==> config.mk <==
export PLATFORM = sky130hd
export DESIGN_NAME = mac_array_seq
export DESIGN_NICKNAME = d
export VERILOG_FILES = /design/src/rtl/mac_array_seq.sv
export SDC_FILE = /design/constraint.sdc
export NUM_CORES = 2
export LEC_CHECK = 0
export ABC_AREA = 1
export BUFFER_PORTS_ARGS = -buffer_cell sky130_fd_sc_hd__buf_2
export CORE_MARGIN = 3
export CORE_UTILIZATION = 61
export CTS_CLUSTER_DIAMETER = 30
export CTS_CLUSTER_SIZE = 20
export DETAILED_ROUTE_END_ITERATION = 12
export PLACE_DENSITY = 0.87
export SYNTH_ARGS = -nofsm -noshare
export SYNTH_HDL_FRONTEND = slang
export SYNTH_SLANG_ARGS = --single-unit
==> constraint.sdc <==
create_clock -name clk -period 2.9 [get_ports clk]
set_clock_uncertainty 0.15 [all_clocks]
set_input_delay 0.145 -clock clk [delete_from_list [all_inputs] [get_ports clk]]
set_output_delay 0.145 -clock clk [all_outputs]
set_load 0.05 [all_outputs]
==> src/rtl/mac_array_seq.sv <==
// Feature-serial MAC bank: one input-feature column per beat, NODES x OUT_FEAT accumulators.
// Optional macro MAC_ARRAY_SAT_EN: saturate accumulations instead of two's-complement wrap.
module mac_array_seq #(
  parameter int NODES    = 4,
  parameter int IN_FEAT  = 4,
  parameter int OUT_FEAT = 4,
  parameter int IN_W     = 7,
  parameter int W_W      = 5,
  parameter int OUT_W    = 13
) (
  input  logic                            clk,
  input  logic                            rst_n,
  input  logic                            in_valid,
  output logic                            in_ready,
  input  logic                            in_last,
  input  logic [NODES*IN_W-1:0]           x_col,
  input  logic [OUT_FEAT*W_W-1:0]         w_row,
  output logic                            out_valid,
  input  logic                            out_ready,
  output logic [NODES*OUT_FEAT*OUT_W-1:0] out_data,
  output logic                            out_ovf
);

  localparam int PW = IN_W + W_W;
  // Extended width holds any load or acc+product without losing the true value.
  localparam int EW = ((PW > OUT_W) ? PW : OUT_W) + 1;
  localparam int KW = (IN_FEAT > 1) ? $clog2(IN_FEAT) : 1;

  localparam logic [0:0] RUN  = 1'b0;
  localparam logic [0:0] DONE = 1'b1;

  localparam logic signed [EW-1:0] ACC_MAX = {{(EW-OUT_W+1){1'b0}}, {(OUT_W-1){1'b1}}};
  localparam logic signed [EW-1:0] ACC_MIN = {{(EW-OUT_W+1){1'b1}}, {(OUT_W-1){1'b0}}};
  localparam logic [KW-1:0]        K_LAST  = KW'(IN_FEAT - 1);

  function automatic logic acc_ovf(input logic signed [EW-1:0] v);
    return (v > ACC_MAX) || (v < ACC_MIN);
  endfunction

  function automatic logic signed [OUT_W-1:0] acc_fit(input logic signed [EW-1:0] v);
`ifdef MAC_ARRAY_SAT_EN
    if (v > ACC_MAX) begin
      return ACC_MAX[OUT_W-1:0];
    end else if (v < ACC_MIN) begin
      return ACC_MIN[OUT_W-1:0];
    end else begin
      return v[OUT_W-1:0];
    end
`else
    return v[OUT_W-1:0];
`endif
  endfunction

  logic [0:0]              state_r;
  logic [KW-1:0]           k_r;
  logic                    first_r;
  logic                    in_ready_r;
  logic                    out_valid_r;
  logic                    ovf_r;
  logic signed [OUT_W-1:0] acc_r   [NODES][OUT_FEAT];
  logic signed [PW-1:0]    prod_s  [NODES][OUT_FEAT];
  logic signed [EW-1:0]    ext_s   [NODES][OUT_FEAT];
  logic signed [EW-1:0]    sum_s   [NODES][OUT_FEAT];
  logic                    ovf_any_s;
  logic                    accept_s;
  logic                    job_end_s;

  assign accept_s  = in_valid && in_ready_r;
  assign job_end_s = accept_s && (in_last || (k_r == K_LAST));

  // Products of the current beat and the exact (unwrapped) next accumulator values.
  always_comb begin
    ovf_any_s = 1'b0;
    for (int n = 0; n < NODES; n++) begin
      for (int o = 0; o < OUT_FEAT; o++) begin
        prod_s[n][o] = $signed(x_col[n*IN_W +: IN_W]) * $signed(w_row[o*W_W +: W_W]);
        ext_s[n][o]  = prod_s[n][o];
        if (first_r) begin
          sum_s[n][o] = ext_s[n][o];
        end else begin
          sum_s[n][o] = ext_s[n][o] + acc_r[n][o];
        end
        if (acc_ovf(sum_s[n][o])) begin
          ovf_any_s = 1'b1;
        end else begin
          ovf_any_s = ovf_any_s;
        end
      end
    end
  end

  // Job sequencing, accumulation and output handshake.
  always_ff @(posedge clk or negedge rst_n) begin
    if (!rst_n) begin
      state_r     <= RUN;
      k_r         <= '0;
      first_r     <= 1'b1;
      in_ready_r  <= 1'b1;
      out_valid_r <= 1'b0;
      ovf_r       <= 1'b0;
      for (int n = 0; n < NODES; n++) begin
        for (int o = 0; o < OUT_FEAT; o++) begin
          acc_r[n][o] <= '0;
        end
      end
    end else begin
      case (state_r)
        RUN: begin
          if (accept_s) begin
            for (int n = 0; n < NODES; n++) begin
              for (int o = 0; o < OUT_FEAT; o++) begin
                acc_r[n][o] <= acc_fit(sum_s[n][o]);
              end
            end
            first_r <= 1'b0;
            ovf_r   <= ovf_r | ovf_any_s;
            if (job_end_s) begin
              state_r     <= DONE;
              k_r         <= '0;
              in_ready_r  <= 1'b0;
              out_valid_r <= 1'b1;
            end else begin
              k_r <= k_r + KW'(1);
            end
          end
        end
        DONE: begin
          if (out_ready) begin
            state_r     <= RUN;
            k_r         <= '0;
            first_r     <= 1'b1;
            ovf_r       <= 1'b0;
            in_ready_r  <= 1'b1;
            out_valid_r <= 1'b0;
          end
        end
        default: begin
          state_r     <= RUN;
          k_r         <= '0;
          first_r     <= 1'b1;
          ovf_r       <= 1'b0;
          in_ready_r  <= 1'b1;
          out_valid_r <= 1'b0;
        end
      endcase
    end
  end

  assign in_ready  = in_ready_r;
  assign out_valid = out_valid_r;
  assign out_ovf   = ovf_r;

  for (genvar gn = 0; gn < NODES; gn++) begin : g_node
    for (genvar go = 0; go < OUT_FEAT; go++) begin : g_feat
      assign out_data[(gn*OUT_FEAT+go)*OUT_W +: OUT_W] = acc_r[gn][go];
    end
  end

endmodule

==> qor.csv, run 1 <==
metric;value;unit
die_width;260;µm
die_h;260;µm
synth_ff_type;dfrtp_1;
grt_max_degree;148;
portBuffers;263;
grt_pass1_vias;65500;
cts-root-buf;clkbuf_16;
syn_avg_cell_area;7.08;µm²
place_hpwl;108;mm
start_util;62.2;%
synthArstFlopShare;100;%
clock_sinks;215;
synth_cells;5582;
first-error;[ERROR GRT-0116] Global routing finished with congestion. Check the congestion regions in the DRC Viewer.;
finalWeightedCongestion;0.985;
row_count;92;
synth_area;39500;µm²
numCtsBuffers;72;
seq_area_frac_synth;13.6;%
syn_nets;6533;
pin_count;264;
synth_largest_area_cell;fa_1;
clk_path_buf_depth;3;
yosysUniqueCellTypes;47;
synth-edff-count;0;
place_area;51100;µm²
htree_num_levels;3;
grtUsageTotal;83.4;%
overflow;239;
run_status;stopped before the end;
grt_pass1_wl;426;mm
lastStage;global routing;
ys_ff_latch;215;
synth.top_cell.area_share;19.5;%
ys.warnings.count;0;
synth_area_leaders;fa_1 (19%), ha_1 (16%), dfrtp_1 (13%), nand2_1 (13%), inv_1 (11%);
[stage by stage]
step	setup TNS [ns]	cells	setup slack, ns	utilization (%)
3_5_place_dp	-256.19	7380	-3.26	80.5
3_3_place_gp	-235.42	7380	-2.90	80.5
2_1_floorplan	-147.17	5582	-1.98	-
4_1_cts	-144.28	7622	-2.30	89.7
[Yosys cell counts (3+ instances only)]
cell      instances
a21boi_0          3
a21boi_1          4
a21o_1           21
a21oi_1         322
a21oi_2           4
a31o_2            3
a31oi_1          32
and2_1            4
buf_1            34
buf_2            21
clkbuf_1        150
dfrtp_1         213
fa_1            384
ha_1            514
inv_1          1177
inv_2             8
nand2_1        1387
nand3_1         204
nand3b_1          4
nand4_1          24
nor2_1          221
nor3_1           19
nor3_2            4
nor3b_1           3
o211ai_1          5
o21a_1            5
o21ai_0         435
o21ai_1          32
o21ai_2          19
o21bai_1         29
o22ai_1          12
or2_0             4
or2_1             5
or2_2            28
xnor2_1         111
xor2_1          121
[layer usage]
metal | track usage, % | overflow
met2 | 94.1 | 107
met3 | 77.3 | 21
met4 | 81.5 | 95
met1 | 81.1 | 14
met5 | 58.6 | 2
[repair_timing]
item,in CTS
gates resized for setup,590
endpoints found under the hold margin,223
endpoints found under the setup margin,145
gates cloned,1
pin swaps,301
buffers inserted,109
hold buffers,6
[cells by family after synthesis]
family | share of synthesized area (%)
adders and majority gates | 35.7
buffers and inverters | 13.3
xor gates and xnor gates | 5.14
and+or+nand+nor | 19.4
AOI/OAI and AO/OA | 12.7
DFF | 13.6
==> run 2: changes to the inputs <==
--- a/config.mk
+++ b/config.mk
@@ -8,11 +8,9 @@
 export ABC_AREA = 1
 export BUFFER_PORTS_ARGS = -buffer_cell sky130_fd_sc_hd__buf_2
 export CORE_MARGIN = 3
-export CORE_UTILIZATION = 61
-export CTS_CLUSTER_DIAMETER = 30
-export CTS_CLUSTER_SIZE = 20
+export CORE_UTILIZATION = 40
 export DETAILED_ROUTE_END_ITERATION = 12
-export PLACE_DENSITY = 0.87
+export PLACE_DENSITY_LB_ADDON = 0.15
 export SYNTH_ARGS = -nofsm -noshare
 export SYNTH_HDL_FRONTEND = slang
 export SYNTH_SLANG_ARGS = --single-unit
==> run 2 against run 1 <==
  * The flow now finishes, with violations (negative setup slack)
  * Synthesized area unchanged
  * Synthesized cell count unchanged
==> qor.csv, run 2 <==
metric;value;unit;change
layout-area-overhead-vs-synth;50.6;%;
die_area;103000;µm²;
synth.top_cells.by_count;nand2_1 (1387), inv_1 (1177), ha_1 (514), o21ai_0 (435), fa_1 (384);;unchanged
ys.warnings.count;0;;unchanged
final_area;59500;µm²;
finalWeightedCongestion;0.886;;was 0.985
wl_per_cell;16.1;µm;
yosysUniqueCellTypes;47;;unchanged
synth-edff-count;0;;unchanged
worstSetupPathType;input pin to register;;
synth.top_cell.area_share;19.5;%;unchanged
max_cap_viol_count;0;;
grt_pass1_vias;39600;;
seq_area_frac_synth;13.6;%;unchanged
cp_common_cell;nand2_1;;
drc;0;;
final_cell_mix;nand2_1 (1168), inv_1 (1029), buf_4 (958), fa_1 (363), ha_1 (326);;
worst_slack;-2.03;ns;
cpPeakStageDelay;0.54;ns;
yosysMostFrequentCell;nand2_1;;unchanged
synth_ff_type;dfrtp_1;;unchanged
synth_cells;5582;;unchanged
violations;negative setup slack;;
synthArstFlopShare;100;%;unchanged
htree_num_levels;2;;was 3
antenna_found_initial;4;;
cpMaxStageDelayCell;fa_1;;
tightest_slew;0.619;ns;
largest_register_ff_count;208;;
clk_path_buf_depth;3;;unchanged
drt_iter0_markers;1875;;
place_hpwl;103;mm;was 108 mm
fin_nets;7785;;
drive_gt1_share;37.5;%;
portBuffers;263;;unchanged
pin_count;264;;unchanged
min_period_over_period;170;%;
clk_pin_slew_worst_paths;0.06;ns;
syn_nets;6533;;unchanged
place_ws;-3.10;ns;was -3.26 ns
cts-root-buf;clkbuf_16;;unchanged
place_area;52300;µm²;was 51100 µm²
die_h;320;µm;was 260 µm
startpoint_type;input pin;;
synth_area;39500;µm²;unchanged
rsz0062_at_grt;yes;;
final_common_cell;nand2_1;;
syn_avg_cell_area;7.08;µm²;unchanged
detail_route.wirelength;131;mm;
row_count;114;;was 92
cts_tree;built;;
core;97300;µm²;
grtUsageTotal;25.0;%;
crit_required;3.23;ns;
num_vias;39700;;
max_slew_margin;58.8;%;
worstPathMaxFanout;5;;
setup_viol;144;;
drt_pass1_iterations;7;;
hp-class;input pin to register;;
overflow;0;;
ant_nets;0;;
final_hold_viol_count;0;;
synth_area_leaders;fa_1 (19%), ha_1 (16%), dfrtp_1 (13%), nand2_1 (13%), inv_1 (11%);;unchanged
clock_sinks;215;;unchanged
cp.arrival;5.25;ns;
drv_slew;0;;
grt_max_degree;125;;
ys_ff_latch;215;;unchanged
min_period;4.93;ns;
max_freq;203;MHz;
clock_latency;0.59;ns;
run_status;finished with violations;;was stopped before the end
numCtsBuffers;35;;was 72
fin_util;61.1;%;
grt_pass1_wl;207;mm;
synth_largest_area_cell;fa_1;;unchanged
start_util;40.6;%;was 62.2%
die_width;320;µm;was 260 µm
vias_per_cell;4.88;;
cp-end-kind;register;;
## run 2: cell counts after synthesis
No cell type changed its count.
## run 2: layout make-up
cell class	instances	area (µm²)
fill	8586	37800
multi-input combinational	3975	34900
timing repair buffer	1420	11800
sequential	215	5390
inverter	1187	4560
tap	1276	1600
clock buffer	51	1030
clock inverter	13	194
antenna	1	2.50
## run 2: worst max-delay path, delay by kind of cell
kind                     cells  cell delay [ns]
AND/OR/NAND/NOR             16             1.41
XOR/XNOR                     1             0.11
AO/OA/AOI/OAI                4             0.57
buffers and inverters        8             0.81
adder cells (fa/ha/maj)      5             2.19
## run 2: cell families (layout without fill, tap and decap cells)
logic type               after synthesis  in the layout  share of synthesized area [%]
XOR/XNOR                             232            232                           5.14
AO/OA/AOI/OAI                        933            933                           12.7
other                                  0              1                              0
adder cells (fa/ha/maj)              898            898                           35.7
flip-flops                           215            215                           13.6
buffers and inverters               1392           2671                           13.3
AND/OR/NAND/NOR                     1912           1912                           19.4
## run 2: metrics by stage
| stage | cells | hold slack [ns] | setup TNS, ns |
|---|---|---|---|
| after floorplan | 5582 | -0.301 | -147.17 |
| after global placement | 7873 | 0.0119 | -254.25 |
| after detailed placement | 7873 | 0.0138 | -258.63 |
| after CTS | 8058 | 0.00326 | -131.45 |
| after global routing | 8137 | 0.0418 | -160.00 |
| final | 8138 | 0.0314 | -136.69 |
## run 2: path summary, 6_finish.rpt
path                            cells past startpoint  slack [ns]           from             to
worst max-delay path                               34       -2.03      x_col[16]        out_ovf
worst min-delay path                                6        0.03      x_col[21]  out_data[182]
worst max register to register                     19        0.02  out_data[156]        out_ovf
worst min register to register                      2        0.33      out_valid      out_valid
max in group asynchronous                           4        1.50          rst_n   out_data[88]
min in group asynchronous                           3        0.48          rst_n   out_data[18]
## run 2: timing repair
item / in CTS / in global routing
endpoints found under the hold margin: 221 / 0
hold buffers: 7 / 0
pin swaps: 315 / 357
gates resized for setup: 521 / 489
setup buffers: 120 / 93
cloned: 5 / 2
setup endpoints to repair: 144 / 146
## run 2: per-layer routing
layer | global-route usage (%) | part of all wire (%) | up-vias
li1 | - | - | 19800
met1 | 33.7 | 45 | 18900
met2 | 42.2 | 47 | 761
met3 | 3.92 | 5.1 | 163
met4 | 5.59 | 2.3 | 4
met5 | 0 | 0.018 | -
Power of run 2 is not shown: default switching activity piles up to over one toggle a cycle in this logic, so the estimate is an artifact.
